--- config.mk ---
export PLATFORM = sky130hd
export DESIGN_NAME = writeback_rf
export DESIGN_NICKNAME = d
export VERILOG_FILES = /design/src/rtl/writeback_rf_pkg.sv /design/src/rtl/writeback_rf_regfile_2r1w.sv /design/src/rtl/writeback_rf.sv
export SDC_FILE = /design/constraint.sdc
export NUM_CORES = 2
export LEC_CHECK = 0
export BUFFER_PORTS_ARGS = -buffer_cell sky130_fd_sc_hd__buf_2
export CAP_MARGIN = 20
export CORE_MARGIN = 2
export CORE_UTILIZATION = 39
export DETAILED_ROUTE_END_ITERATION = 12
export PLACE_DENSITY_LB_ADDON = 0.1
export SETUP_SLACK_MARGIN = 0.3
export SLEW_MARGIN = 20
export SYNTH_ARGS = -nofsm -noshare
export SYNTH_HDL_FRONTEND = slang
export SYNTH_SLANG_ARGS = --single-unit
--- constraint.sdc ---
create_clock -name clk -period 4 [get_ports clk]
set_input_delay 0.8 -clock clk [delete_from_list [all_inputs] [get_ports clk]]
set_output_delay 0.8 -clock clk [all_outputs]
set_load 0.1 [all_outputs]
--- src/rtl/writeback_rf_pkg.sv ---
// Shared widths and register-index type for the writeback stage, decode and hazard logic.
package writeback_rf_pkg;

    localparam int XLEN_DEF  = 32;
    localparam int NREGS_DEF = 32;

    typedef logic [4:0] reg_idx_t;

    localparam reg_idx_t REG_ZERO = 5'd0;

endpackage

--- src/rtl/writeback_rf_regfile_2r1w.sv ---
// Integer register storage: one synchronous write port, two raw combinational read ports.
module regfile_2r1w
    import writeback_rf_pkg::*;
#(
    parameter int XLEN  = XLEN_DEF,
    parameter int NREGS = NREGS_DEF
) (
    input  logic                     clk,
    input  logic                     rst_n,
    input  logic                     we,
    input  logic [$clog2(NREGS)-1:0] waddr,
    input  logic [XLEN-1:0]          wdata,
    input  logic [$clog2(NREGS)-1:0] raddr_a,
    input  logic [$clog2(NREGS)-1:0] raddr_b,
    output logic [XLEN-1:0]          rdata_a,
    output logic [XLEN-1:0]          rdata_b
);

    logic [XLEN-1:0] regs [NREGS];

    // The whole array clears asynchronously so reads return zero while reset is held.
    always_ff @(posedge clk or negedge rst_n) begin
        if (!rst_n) begin
            for (int i = 0; i < NREGS; i++) begin
                regs[i] <= '0;
            end
        end else if (we) begin
            regs[waddr] <= wdata;
        end
    end

    assign rdata_a = regs[raddr_a];
    assign rdata_b = regs[raddr_b];

endmodule

--- src/rtl/writeback_rf.sv ---
// Writeback select, register-file commit, bypassed decode read ports and commit counter.
module writeback_rf
    import writeback_rf_pkg::*;
#(
    parameter int XLEN  = XLEN_DEF,
    parameter int NREGS = NREGS_DEF
) (
    input  logic            clk,
    input  logic            rst_n,
    input  reg_idx_t        rd_wb,
    input  logic            im_to_rf_wb,
    input  logic            load_wb,
    input  logic [XLEN-1:0] alu_data_wb,
    input  logic [XLEN-1:0] dm_data_wb,
    input  reg_idx_t        rs1_id,
    input  reg_idx_t        rs2_id,
    output logic [XLEN-1:0] rs1_data_id,
    output logic [XLEN-1:0] rs2_data_id,
    output logic [XLEN-1:0] wb_data,
    output reg_idx_t        wb_rd,
    output logic            wb_we,
    output logic [31:0]     wr_count
);

    logic [XLEN-1:0] raw_a;
    logic [XLEN-1:0] raw_b;
    logic [31:0]     wr_count_q;

    assign wb_data = load_wb ? dm_data_wb : alu_data_wb;
    assign wb_rd   = rd_wb;
    assign wb_we   = im_to_rf_wb && (rd_wb != REG_ZERO);

    regfile_2r1w #(
        .XLEN  (XLEN),
        .NREGS (NREGS)
    ) u_regfile (
        .clk     (clk),
        .rst_n   (rst_n),
        .we      (wb_we),
        .waddr   (rd_wb[$clog2(NREGS)-1:0]),
        .wdata   (wb_data),
        .raddr_a (rs1_id[$clog2(NREGS)-1:0]),
        .raddr_b (rs2_id[$clog2(NREGS)-1:0]),
        .rdata_a (raw_a),
        .rdata_b (raw_b)
    );

    // x0 masking takes priority over the bypass, so a stray x0 write never leaks through.
    always_comb begin
        rs1_data_id = raw_a;
        if (rs1_id == REG_ZERO) begin
            rs1_data_id = '0;
        end else if (wb_we && (rs1_id == rd_wb)) begin
            rs1_data_id = wb_data;
        end
    end

    always_comb begin
        rs2_data_id = raw_b;
        if (rs2_id == REG_ZERO) begin
            rs2_data_id = '0;
        end else if (wb_we && (rs2_id == rd_wb)) begin
            rs2_data_id = wb_data;
        end
    end

    always_ff @(posedge clk or negedge rst_n) begin
        if (!rst_n) begin
            wr_count_q <= '0;
        end else if (wb_we) begin
            wr_count_q <= wr_count_q + 32'd1;
        end
    end

    assign wr_count = wr_count_q;

endmodule

==> load_flow_metrics.sql <==
INSERT INTO impl_metrics (metric_group, metric, value, unit) VALUES
('layout', 'share_of_layout_cells_above_drive_strength_1', '29.1', '%'),
('power_and_ir_drop', 'power.share.clock', '31.8', '%'),
('clocking', 'clock_path_buffers', '3', ''),
('placed_design', 'preCtsSetupSlack', '-202', 'ps'),
('routing', 'detailroute.via_count', '44998', ''),
('routing', 'routed_wire_length_per_instance', '31.0', 'um'),
('sta', 'finalMaxSlewViolations', '0', ''),
('layout', 'fillers', '12941', ''),
('grt', 'pin_count_of_the_biggest_net_entering_global_routing', '124', ''),
('clocking', 'cts.sink_count', '1056', ''),
('layout', 'final_area', '0.0699', 'mm2'),
('hold_path', 'hold_start', 'u_regfile.regs[1004]', ''),
('clocking', 'cts_buffers', '121', ''),
('grt', 'number_of_global_route_vias_before_repair', '43588', ''),
('hold_path', 'min_path_type', 'reg2reg', ''),
('grt', 'groute.usage.overall', '31.3', '%'),
('synthesis', 'synthDistinctLibCells', '65', ''),
('sta', 'timing.final.ws_setup', '219', 'ps'),
('sta', 'fmax', '264', 'MHz'),
('die', 'floorplan.core_area', '0.143', 'mm2'),
('critical_path', 'rr_startpoint', 'wr_count[1]', ''),
('sta', 'clock_skew', '32.0', 'ps'),
('synthesis', 'synth.top_cells.by_count', 'dfrtp_1, nor2_1, a21oi_1, nand2_1, o21ai_0', ''),
('synthesis', 'syn_inst', '5171', ''),
('power_and_ir_drop', 'intPower', '24500', 'uW'),
('synthesis', 'ys_async_sr_fraction', '100', '%'),
('critical_path', 'crit_arrival', '2980', 'ps'),
('routing', 'avgViaCountPerCell', '6.02', ''),
('placed_design', 'globalplace.congestion', '0.859', ''),
('critical_path', 'cp-end-kind', 'primary output', ''),
('grt', 'grt_overflow', '0', ''),
('synthesis', 'synth.yosys.warnings', '0', ''),
('power_and_ir_drop', 'vdd_ir_drop_max', '0.488', 'mV'),
('critical_path', 'crit_path_max_fanout', '8', ''),
('placed_design', 'placed_wire_length_estimate', '145000', 'um'),
('power_and_ir_drop', 'power_frac_comb', '28.0', '%'),
('sta', 'relSlewSlack', '22.6', '%'),
('die', 'ioPinCount', '217', ''),
('synthesis', 'synth_area_leader_cell', 'dfrtp_1', ''),
('die', 'floorplan.die.width', '383', 'um'),
('critical_path', 'cp-startpoint', 'rs2_id[0]', ''),
('layout', 'finalNetCount', '5549', ''),
('power_and_ir_drop', 'power_frac_seq', '40.2', '%'),
('placed_design', 'numPortBuffers', '216', ''),
('grt', 'grt_pass1_wl', '330000', 'um'),
('job', 'max_cap_viols', '0', ''),
('critical_path', 'r2r_slack', '1210', 'ps'),
('clocking', 'tritoncts', 'done', ''),
('die', 'dieHeight', '383', 'um'),
('power_and_ir_drop', 'switchingPower', '12400', 'uW'),
('critical_path', 'crit_required', '3200', 'ps'),
('critical_path', 'start_kind', 'input pin', ''),
('sta', 'timing_hold_violations_final', '0', ''),
('die', 'dieArea', '0.147', 'mm2'),
('power_and_ir_drop', 'power.static_leakage', '0.0298', 'uW'),
('outcome', 'run_status', 'finished, final reports clean', ''),
('synthesis', 'syn_area', '0.0561', 'mm2'),
('power_and_ir_drop', 'cellPowerDensity', '528', 'mW/mm2'),
('layout', 'multi_input_area', '0.0285', 'mm2'),
('power_and_ir_drop', 'switching_share', '33.7', '%'),
('critical_path', 'worst_setup_path_category', 'in2out', ''),
('synthesis', 'postSynthAreaPerCell', '10.8', 'um2'),
('synthesis', 'synthMostInstantiatedCell', 'dfrtp_1', ''),
('sta', 'pin_slew_with_the_least_headroom_to_its_limit', '1160', 'ps'),
('clocking', 'clk-insertion-delay-late', '780', 'ps'),
('power_and_ir_drop', 'p_total', '36900', 'uW'),
('die', 'start_util', '39.2', '%'),
('layout', 'final-seq-area', '0.0264', 'mm2'),
('routing', 'first_iter_violations', '4842', ''),
('synthesis', 'synth-seq-cells', '1056', ''),
('routing', 'routed_wirelength', '232000', 'um');
## cells by family after synthesis
group	share of synthesized area [%]
simple gates	9.80
buf+inv	5.31
compound gates	14.0
xor+xnor	0.640
mux	23.1
flops	47.1
fa+ha+maj	0.0223
## critical path, stage by stage
cell and delay (ps):
buf_16 140, buf_6 130, xor2_2 170, nor4_4 300, buf_4 180, a31o_4 200, buf_12 130, buf_12 130
nor2_4 40, a2111oi_4 480, buf_12 240
## placed cells by master, fill, tap and decap left out, types with 31 or more instances in the layout
cell type,netlist,final
dfrtp_1,1056,1056
nor2_1,692,661
buf_6,29,31
a22oi_1,43,40
buf_16,0,35
buf_12,11,152
mux4_2,414,415
clkbuf_8,0,32
mux2i_1,266,230
clkbuf_16,0,133
a21oi_1,674,665
nand2_1,496,483
o21ai_1,23,34
buf_4,33,337
nand3_1,41,37
o21ai_0,443,416
nor3_1,40,31
buf_2,81,136
## routing by layer
| metal | GRT usage (%) | share of wire [%] |
|---|---|---|
| met5 | 0 | 0.015 |
| met4 | 11.1 | 3.7 |
| met3 | 5.65 | 8.4 |
| met2 | 47.2 | 44 |
| met1 | 45.2 | 43 |
## timing repair
| item | in CTS | in global routing |
|---|---|---|
| pin swaps | 23 | 26 |
| resized for setup | 139 | 87 |
| gates cloned | 15 | 10 |
| setup buffers | 53 | 28 |
| endpoints found under the setup margin | 64 | 58 |
| hold buffers | 1 | 0 |
| hold endpoints to repair | 7 | 0 |
## final cells by class
cell class / count / share of cell area, %
Clock inverter: 42 / 0.788
Sequential cell: 1056 / 37.8
Tap cell: 1903 / 3.41
Antenna cell: 3 / 0.0107
Multi-Input combinational cell: 3524 / 40.8
Clock buffer: 183 / 5.16
Inverter: 42 / 0.326
Timing Repair Buffer: 720 / 11.7
## worst paths after layout
kind | endpoint | cells after the start
setup / recovery | rs2_data_id[2] | 11
setup reg to reg | wr_count[28] | 8
hold / removal | u_regfile.regs[1004] | 0
hold reg to reg | u_regfile.regs[1004] | 0
max in group asynchronous | u_regfile.regs[775] | 4
min in group asynchronous | u_regfile.regs[172] | 2
## power by group through the flow
stage	clock (uW)	sequential [uW]	combinational, uW
after floorplan	0	14600	6840
after global placement	0	14900	9740
after detailed placement	0	14900	9880
after CTS	11900	14800	10200
after global routing	12300	15100	11100
final	11700	14800	10300
## metrics by stage
step           setup TNS (ps)  hold slack [ps]  util [%]  instances
2_1_floorplan            -187              438         -       5171
3_3_place_gp             -705              376      44.2       7138
3_5_place_dp             -500              383      44.2       7138
4_1_cts                     0              396      48.2       7432
5_1_grt                     0              408      48.8       7470
6_report                    0              394      48.8       7473
## sequential cells by signal, summed over array words and instances, names as in the netlist
| register | count |
|---|---|
| wr_count | 32 |
| u_regfile.regs | 1024 |
No activity file was read; power rests on OpenSTA's default activity.
